[config.mk]
export PLATFORM = sky130hd
export DESIGN_NAME = seq_pattern_tx
export DESIGN_NICKNAME = d
export VERILOG_FILES = /design/src/rtl/seq_pkg.sv /design/src/rtl/seq_down_cnt.sv /design/src/rtl/seq_pattern_tx.sv
export SDC_FILE = /design/constraint.sdc
export NUM_CORES = 1
export LEC_CHECK = 0
export BUFFER_PORTS_ARGS = -buffer_cell sky130_fd_sc_hd__buf_4
export CAP_MARGIN = 25
export CORE_AREA = 3 3 58 60
export DETAILED_ROUTE_END_ITERATION = 6
export DIE_AREA = 0 0 61 63
export PLACE_DENSITY = 0.51
export SETUP_SLACK_MARGIN = 0.1
export SYNTH_ARGS = -nofsm -noshare
export SYNTH_HDL_FRONTEND = slang
export SYNTH_SLANG_ARGS = --single-unit
[constraint.sdc]
create_clock -name clk -period 2.5 [get_ports clk]
set_clock_uncertainty 0.05 [all_clocks]
set_input_delay 0.125 -clock clk [delete_from_list [all_inputs] [get_ports clk]]
set_output_delay 0.125 -clock clk [all_outputs]
set_load 0.02 [all_outputs]
[src/rtl/seq_pkg.sv]
// ============================================================================
// Module  : seq_pkg
// Brief   : Shared encodings and constants for the sequence generator/detector family.
// Revision: 1.0 - initial release
// ============================================================================
`default_nettype none

package seq_pkg;

    localparam logic [1:0] ST_IDLE  = 2'd0;
    localparam logic [1:0] ST_SHIFT = 2'd1;
    localparam logic [1:0] ST_GAP   = 2'd2;
    localparam logic [1:0] ST_DONE  = 2'd3;

    typedef enum logic [1:0] {
        S_IDLE  = ST_IDLE,
        S_SHIFT = ST_SHIFT,
        S_GAP   = ST_GAP,
        S_DONE  = ST_DONE
    } state_t;

    // Pattern shared with the overlapping Moore detector blocks
    localparam logic [3:0] DEFAULT_PATTERN = 4'b1010;

    localparam int MAX_GAP = 15;
    localparam int GAP_W   = 4;

endpackage

`default_nettype wire

[src/rtl/seq_down_cnt.sv]
// ============================================================================
// Module  : seq_down_cnt
// Brief   : Loadable down-counter with zero flag; holds at zero.
// Revision: 1.0 - initial release
// ============================================================================
`default_nettype none

module seq_down_cnt #(
    parameter int W = 4
) (
    input  logic         clk,
    input  logic         rst,
    input  logic         load_i,
    input  logic [W-1:0] load_val_i,
    input  logic         dec_i,
    output logic [W-1:0] cnt_o,
    output logic [W-1:0] cnt_next_o,
    output logic         zero_o
);

    logic [W-1:0] cnt_q;
    logic [W-1:0] cnt_d;

    assign zero_o = (cnt_q == '0);

    always_comb begin
        cnt_d = cnt_q;
        if (load_i) begin
            cnt_d = load_val_i;
        end else if (dec_i && !zero_o) begin
            cnt_d = cnt_q - W'(1);
        end
    end

    always_ff @(posedge clk or posedge rst) begin
        if (rst) begin
            cnt_q <= '0;
        end else begin
            cnt_q <= cnt_d;
        end
    end

    assign cnt_o      = cnt_q;
    assign cnt_next_o = cnt_d;

endmodule

`default_nettype wire

[src/rtl/seq_pattern_tx.sv]
// ============================================================================
// Module  : seq_pattern_tx
// Brief   : Serial MSB-first pattern transmitter with repeat count and idle gap.
//           Optional even-parity bit per repetition: SEQ_PATTERN_TX_PARITY_EN.
// Revision: 1.0 - initial release
// ============================================================================
`default_nettype none

module seq_pattern_tx
    import seq_pkg::*;
#(
    parameter int               PAT_W   = 4,
    parameter logic [PAT_W-1:0] PATTERN = PAT_W'(DEFAULT_PATTERN),
    parameter int               CNT_W   = 4,
    parameter int               GAP     = 0
) (
    input  logic             clk,
    input  logic             rst,
    input  logic             start,
    input  logic [CNT_W-1:0] rep_cnt,
    output logic             dout,
    output logic             dout_valid,
    output logic             busy,
    output logic             done
);

`ifdef SEQ_PATTERN_TX_PARITY_EN
    localparam int PAR_EN = 1;
`else
    localparam int PAR_EN = 0;
`endif

    localparam int               NBITS    = PAT_W + PAR_EN;
    localparam int               BIT_W    = 4;
    localparam logic [BIT_W-1:0] c_BIT_LD = BIT_W'(NBITS - 1);
    localparam logic [BIT_W-1:0] c_PAR_OFS = BIT_W'(PAR_EN);
    localparam logic [GAP_W-1:0] c_GAP_LD = (GAP > 0) ? GAP_W'(GAP - 1) : '0;
    localparam logic             c_PARITY = ^PATTERN;

    state_t state_q, state_d;

    logic             bit_load, bit_dec, bit_zero;
    logic [BIT_W-1:0] bit_q, bit_d;
    logic             rep_load, rep_dec, rep_zero;
    logic [CNT_W-1:0] rep_q, rep_d;
    logic             gap_load, gap_dec, gap_zero;
    logic [GAP_W-1:0] gap_q, gap_d;

    logic             dout_d, dout_valid_d, busy_d, done_d;
    logic [PAT_W-1:0] pat_sh;

    seq_down_cnt #(.W(BIT_W)) u_bit_cnt (
        .clk        (clk),
        .rst        (rst),
        .load_i     (bit_load),
        .load_val_i (c_BIT_LD),
        .dec_i      (bit_dec),
        .cnt_o      (bit_q),
        .cnt_next_o (bit_d),
        .zero_o     (bit_zero)
    );

    seq_down_cnt #(.W(CNT_W)) u_rep_cnt (
        .clk        (clk),
        .rst        (rst),
        .load_i     (rep_load),
        .load_val_i (rep_cnt),
        .dec_i      (rep_dec),
        .cnt_o      (rep_q),
        .cnt_next_o (rep_d),
        .zero_o     (rep_zero)
    );

    seq_down_cnt #(.W(GAP_W)) u_gap_cnt (
        .clk        (clk),
        .rst        (rst),
        .load_i     (gap_load),
        .load_val_i (c_GAP_LD),
        .dec_i      (gap_dec),
        .cnt_o      (gap_q),
        .cnt_next_o (gap_d),
        .zero_o     (gap_zero)
    );

    always_ff @(posedge clk or posedge rst) begin
        if (rst) begin
            state_q <= S_IDLE;
        end else begin
            state_q <= state_d;
        end
    end

    // rep counter holds "repetitions still to send after the current one",
    // so an all-ones rep_cnt yields 2^CNT_W patterns without wrapping.
    always_comb begin
        state_d  = state_q;
        bit_load = 1'b0;
        bit_dec  = 1'b0;
        rep_load = 1'b0;
        rep_dec  = 1'b0;
        gap_load = 1'b0;
        gap_dec  = 1'b0;
        case (state_q)
            S_IDLE: begin
                if (start) begin
                    state_d  = S_SHIFT;
                    bit_load = 1'b1;
                    rep_load = 1'b1;
                end
            end
            S_SHIFT: begin
                if (!bit_zero) begin
                    bit_dec = 1'b1;
                end else if (rep_zero) begin
                    state_d = S_DONE;
                end else begin
                    rep_dec = 1'b1;
                    if (GAP > 0) begin
                        state_d  = S_GAP;
                        gap_load = 1'b1;
                    end else begin
                        bit_load = 1'b1;
                    end
                end
            end
            S_GAP: begin
                if (gap_zero) begin
                    state_d  = S_SHIFT;
                    bit_load = 1'b1;
                end else begin
                    gap_dec = 1'b1;
                end
            end
            S_DONE: begin
                state_d = S_IDLE;
            end
            default: begin
                state_d = S_IDLE;
            end
        endcase
    end

    // Outputs are decoded from the next state so the registered copy lines
    // up with the state it describes.
    always_comb begin
        dout_d       = 1'b0;
        dout_valid_d = 1'b0;
        busy_d       = 1'b0;
        done_d       = 1'b0;
        pat_sh       = '0;
        case (state_d)
            S_SHIFT: begin
                dout_valid_d = 1'b1;
                busy_d       = 1'b1;
                if ((PAR_EN != 0) && (bit_d == '0)) begin
                    dout_d = c_PARITY;
                end else begin
                    pat_sh = PATTERN >> (bit_d - c_PAR_OFS);
                    dout_d = pat_sh[0];
                end
            end
            S_GAP: begin
                busy_d = 1'b1;
            end
            S_DONE: begin
                done_d = 1'b1;
            end
            default: begin
            end
        endcase
    end

    always_ff @(posedge clk or posedge rst) begin
        if (rst) begin
            dout       <= 1'b0;
            dout_valid <= 1'b0;
            busy       <= 1'b0;
            done       <= 1'b0;
        end else begin
            dout       <= dout_d;
            dout_valid <= dout_valid_d;
            busy       <= busy_d;
            done       <= done_d;
        end
    end

    logic unused_ok;
    assign unused_ok = ^{bit_q, rep_q, rep_d, gap_q, gap_d};

endmodule

`default_nettype wire
---- Word-level counts from Yosys, hierarchy flattened ----
Cells that the tools add are included.
Widths: inputs -> output; s select.
cells by class
  $add $sub $neg .......................... 3
  equality and inequality tests ........... 6
  shift operators ......................... 1
  multiplexer cells ....................... 24
  reduce and logical (&&, ||, !) cells .... 12
operators by type and width
  operator             count
  $mux 4               4
  $mux 1               14
  $logic_not 4->1      3
  $sub 4x1->4 const B  3
  $eq 2x2->1 const B   4
  $mux 2               4
  $pmux 2 s4           1
  $eq 2x1->1 const B   2
  $shr 4x4->1 const A  1
  $logic_and 1x1->1    3
  $logic_not 1->1      3
  $pmux 1 s3           1
  $logic_not 2->1      1
  $reduce_bool 2->1    1
  $reduce_or 2->1      1
storage, ports and cells
  register bits after elaboration ......... 18

---- Depth between registers and ports, before layout ----
  depth in word-level cells ............... 8
  gate-level depth with buffers ........... 7

---- Cells and area by module ----
Synthesis repeated with hierarchy kept, for this count alone.
unflattened totals
  cells, all modules ...................... 112
  area, all modules ....................... 1118.6 um2
modules (own cells, without submodules)
  module          times used  cells an instance  area each (um2)
  seq_down_cnt    3           28                 267.8
  seq_pattern_tx  1           28                 315.3

---- Worst setup path after synthesis ----
No wires, ideal clock.
  path type ............................... register -> register
  from .................................... register u_rep_cnt.cnt_q[0], in the netlist u_rep_cnt.cnt_o[0]
  to ...................................... register dout
  setup time .............................. 0.123 ns
  arrival ................................. 1.629 ns
  data required time ...................... 2.327 ns
  slack ................................... 0.699 ns
  cell stages (with the launch flop) ...... 7
  period minus slack after synthesis ...... 1.801 ns
  cell sequence ........................... dfrtp_1 inv_1 ha_1 or3b_4 and3_4 or3b_4 o2bb2ai_1
on the way
  cells in the longest elaborated chain, start to end .. 7
ends and longest elaborated chain
  item                      RTL line               source
  start: declaration        seq_down_cnt.sv:21     logic [W-1:0] cnt_q;
  start signal: assignment  seq_down_cnt.sv:39     cnt_q <= cnt_d;
  $logic_not 4->1 (*)       seq_down_cnt.sv:24     assign zero_o = (cnt_q == '0);
  $mux 1                    seq_pattern_tx.sv:114  end else if (rep_zero) begin
  $mux 1                    seq_pattern_tx.sv:112  if (!bit_zero) begin
  $pmux 1 s3                seq_pattern_tx.sv:103  case (state_q)
  $mux 4                    seq_down_cnt.sv:28     if (load_i) begin
  $shr 4x4->1               seq_pattern_tx.sv:158  pat_sh = PATTERN >> (bit_d - c_PAR_OFS);
  $mux 1 (*)                seq_pattern_tx.sv:151  case (state_d)
  net dout_d                seq_pattern_tx.sv:49   logic dout_d, dout_valid_d, busy_d, done_d;
  end signal: assignment    seq_pattern_tx.sv:180  dout <= dout_d;
  end: declaration          seq_pattern_tx.sv:21   output logic dout,
Mark *: on every way through the listed nets, which the timed path passes. The rest lies on a longest branch.
A chain may end at the register's enable or synchronous reset.

---- Worst setup path after layout ----
  from .................................... register u_bit_cnt.cnt_q[0], in the netlist u_bit_cnt.cnt_o[0]
  to ...................................... register dout
on the way
  cells in the longest elaborated chain, start to end .. 8
ends and longest elaborated chain
  item                      RTL line               source
  start: declaration        seq_down_cnt.sv:21
  start signal: assignment  seq_down_cnt.sv:39
  $logic_not 4->1           seq_down_cnt.sv:24
  $mux 1                    seq_pattern_tx.sv:112
  $mux 1                    seq_pattern_tx.sv:103
  $logic_and 1x1->1         seq_down_cnt.sv:30     end else if (dec_i && !zero_o) begin
  $mux 4                    seq_down_cnt.sv:30
  $mux 4                    seq_down_cnt.sv:28
  $shr 4x4->1               seq_pattern_tx.sv:158
  $mux 1 (*)                seq_pattern_tx.sv:151
  net dout_d                seq_pattern_tx.sv:49
Marked as above.

==> flow_summary.toml <==
[power_and_ir_drop]
power.switching_fraction = 0.360
max_ir_drop_vdd_mv = 0.366
power_report.internal_total_uw = 696
power.net_switching_uw = 392
power_density_mw_per_mm2 = 932
power.static_leakage_uw = 0.000537
clock_power_share = 0.170
combinationalPowerShare = 0.425
p_seq_frac = 0.405

[cells_and_area]
sequential_cell_area_sq_um = 450
layout-drive-gt1-share = 0.192
post-route-util = 0.392
final_design_area_no_fill_sq_mm = 0.00117
n_antenna_cell = 0
n_fill_cell = 313
footprint_of_the_multi_input_gates_sq_um = 492
area_growth_syn_to_layout_pct = 16.3
final_net_count = 133

[synthesis]
avgSynthCellArea_sq_um = 9.56
multiplexer_share_of_the_synthesized_area = 0
syn_area_sq_mm = 0.00100
synth-compound-area-share = 0.167
seq_area_frac_synth = 0.449
yosys.cell_types.count = 34
synth-xor-area-share = 0.0262
synth_simple_gate_area_share = 0.234
synth-adder-area-share = 0.0623
synth_edf_count = 0
synth_flop_cell = "sky130_fd_sc_hd__dfrtp_1"
dominant_combinational_cell_family_by_area_after_synthesis = "simple AND/OR/NAND/NOR gates"
ys_ff_latch = 18
yosysWarnings = 0
syn_nets = 117
async_reset_ff_frac = 1.00
synthCells = 105

[placement]
placement.setup.worst_slack_ns = 0.542
routability_congestion_estimate = 0.702
portbufs = 10
dpl_cell_area_sq_mm = 0.00111
detailedPlacementHpwl_um = 1410

[cts]
cts_root_buf = "sky130_fd_sc_hd__clkbuf_4"
clock_tree_from_tritoncts = "built"
cts_setup_buffers = 0
clock_tree.htree_level_count = 1
worstSkewPairLatency_ns = 0.30
cts_buffer_depth = 2
cts.sink_count = 18
post_cts.resized_instances = 0
ctsHoldBuffers = 2
cts_buf_count = 3
worst_setup_hold_path_clk_slew_ns = 0.11

[sta]
slew-limit-headroom = 0.537
setup_viol_count_final = 0
period_needed_ns = 1.96
hold_viol = 0
timing.setup.tns_ns = 0
setup_repair_after_global_routing_missed_its_margin = "false"
period_share = 0.785
max_freq_ghz = 0.509
worst_slack_ns = 0.537
tightestPinTransition_ns = 0.694
fin_worst_hold_slack_ns = 0.112
max_slew_violation_count = 0

[detailed_routing]
detail_route.wirelength_um = 1870
postRouteAntennaNets = 0
via_per_inst = 5.07
detailedRoute.firstIterationViolations = 32
routed_wirelength_normalized_by_instance_count_um = 12.2
via_count = 776
drt_pre_antenna_iters = 4
drt_drc = 0

[global_route]
antenna_violations_before_repair = 0
grt.total_usage = 0.120
grt_start_max_net_pins = 19
grt_pass1_vias = 778
grt_remaining_overflow = 0
grt_first_pass_wirelength_um = 3420

[flow_run]
max_cap_violations = 0

[setup_path]
rr_worst_depth = 7
critPathRequiredTime_ns = 2.65
worstPathCellList = "inv_1 > ha_1 > nor3b_2 > a31oi_1 > ha_1 > a21bo_2 > o2bb2ai_1"
path_max_fanout = 9
critical_path_class = "reg -> reg"
critical_path_arrival_ns = 2.11
timing.critical_path.slowest_stage_cell = "sky130_fd_sc_hd__nor3b_2"
critical_path.most_common_cell = "sky130_fd_sc_hd__ha_1"
timing.critical_path.from_type = "flip-flop"
endpoint_kind = "flip-flop"
critical_path.max_stage_delay_ns = 0.43

[worst_hold_path]
worst_hold_path.num_cells = 3
hold_class = "in -> reg"

[status]
run_status = "finished, final reports clean"

[floorplan]
std_cell_rows = 20
io-pin-count = 11
die_area_sq_mm = 0.00384
initial_core_util = 0.337
die_y_um = 63
die_width_um = 61
fp.coreArea_sq_mm = 0.00298
-- state kept, by name (all words and copies together), names as in the netlist --
name and count:
busy 1, done 1, dout 1, dout_valid 1
state_q 2, u_bit_cnt.cnt_o 4, u_gap_cnt.cnt_o 4, u_rep_cnt.cnt_o 4
-- Yosys cell counts (2+ instances only) --
| master | number | area (sq um) |
|---|---|---|
| sky130_fd_sc_hd__a31oi_1 | 2 | 12.5 |
| sky130_fd_sc_hd__nor2_1 | 9 | 33.8 |
| sky130_fd_sc_hd__a21oi_1 | 4 | 20.0 |
| sky130_fd_sc_hd__nor3_1 | 3 | 15.0 |
| sky130_fd_sc_hd__nand2_1 | 9 | 33.8 |
| sky130_fd_sc_hd__o22a_1 | 2 | 17.5 |
| sky130_fd_sc_hd__xnor2_1 | 3 | 26.3 |
| sky130_fd_sc_hd__or3b_4 | 2 | 22.5 |
| sky130_fd_sc_hd__nor2b_1 | 2 | 12.5 |
| sky130_fd_sc_hd__or3_1 | 2 | 12.5 |
| sky130_fd_sc_hd__inv_1 | 12 | 45.0 |
| sky130_fd_sc_hd__nand3_1 | 4 | 20.0 |
| sky130_fd_sc_hd__dfrtp_1 | 18 | 450 |
| sky130_fd_sc_hd__nor3b_1 | 2 | 15.0 |
| sky130_fd_sc_hd__nand2b_1 | 3 | 18.8 |
| sky130_fd_sc_hd__ha_1 | 5 | 62.6 |
| sky130_fd_sc_hd__o21ai_0 | 5 | 25.0 |
| sky130_fd_sc_hd__a2bb2oi_1 | 2 | 17.5 |
-- power groups by stage --
stage / clock network, uW / registers, uW / logic (uW)
floorplan: 0 / 445 / 355
global placement: 0 / 445 / 455
finish: 185 / 441 / 463
detailed placement: 0 / 445 / 466
CTS: 195 / 440 / 471
global route: 211 / 456 / 541
-- path summary, 6_finish.rpt --
| path | from | end | slack [ns] |
|---|---|---|---|
| max in group asynchronous | rst | u_gap_cnt.cnt_o[3] | 1.54 |
| min | rep_cnt[1] | u_rep_cnt.cnt_o[1] | 0.11 |
| max | u_bit_cnt.cnt_o[0] | dout | 0.54 |
| min in group asynchronous | rst | u_gap_cnt.cnt_o[0] | 0.43 |
| max reg2reg | u_bit_cnt.cnt_o[0] | dout | 0.54 |
| min reg2reg | u_gap_cnt.cnt_o[3] | u_gap_cnt.cnt_o[3] | 0.46 |
-- placed cells by master, fill, tap and decap left out, types with 2 or more instances in the layout --
cell / n
sky130_fd_sc_hd__nand2_1: 9
sky130_fd_sc_hd__clkbuf_4: 3
sky130_fd_sc_hd__xnor2_1: 3
sky130_fd_sc_hd__or3_1: 2
sky130_fd_sc_hd__o21ai_0: 5
sky130_fd_sc_hd__nor3_1: 3
sky130_fd_sc_hd__buf_4: 11
sky130_fd_sc_hd__dfrtp_1: 18
sky130_fd_sc_hd__ha_1: 5
sky130_fd_sc_hd__nor3b_1: 2
sky130_fd_sc_hd__nor2b_1: 2
sky130_fd_sc_hd__a31oi_1: 2
sky130_fd_sc_hd__o22a_1: 2
sky130_fd_sc_hd__a2bb2oi_1: 2
sky130_fd_sc_hd__a21oi_1: 4
sky130_fd_sc_hd__nand2b_1: 3
sky130_fd_sc_hd__nand3_1: 4
sky130_fd_sc_hd__or3b_4: 2
sky130_fd_sc_hd__inv_1: 12
sky130_fd_sc_hd__nor2_1: 9
sky130_fd_sc_hd__dlygate4sd3_1: 2
-- worst max-delay path: cells and delay by family (launching register included) --
family                     cells  cell delay [ns]
buffers and inverters          1             0.06
DFF                            1             0.42
and+or+nand+nor                1             0.43
adders and majority gates      2             0.46
AOI/OAI and AO/OA              3             0.42
-- cells by family (layout without fill, tap and decap cells) --
| kind of cell | count (synthesis) | in the layout |
|---|---|---|
| AND/OR/NAND/NOR | 41 | 41 |
| XOR/XNOR | 3 | 3 |
| flip-flops | 18 | 18 |
| adder cells (fa/ha/maj) | 5 | 5 |
| buffers and inverters | 14 | 29 |
| AO/OA/AOI/OAI | 24 | 24 |
-- layer usage --
layer  share of wire  track usage  vias up
met4           0.014       0.0407        0
li1                -            -      395
met2            0.48        0.194        7
met1            0.47        0.144      370
met3           0.033       0.0434        4
met5               0            0        -
-- per-stage QoR --
stage	cells	total power, uW
5_1_grt	153	1210
6_report	153	1090
3_3_place_gp	147	900
2_1_floorplan	105	800
3_5_place_dp	147	911
4_1_cts	153	1110
-- area by class of cell --
type,count,area share
inverters,12,0.0386
clock buffers,4,0.0311
flip-flops and latches,18,0.386
multi-input cells,73,0.421
repair buffers,13,0.0879
well taps,33,0.0354
No activity file was read; power rests on OpenSTA's default activity.
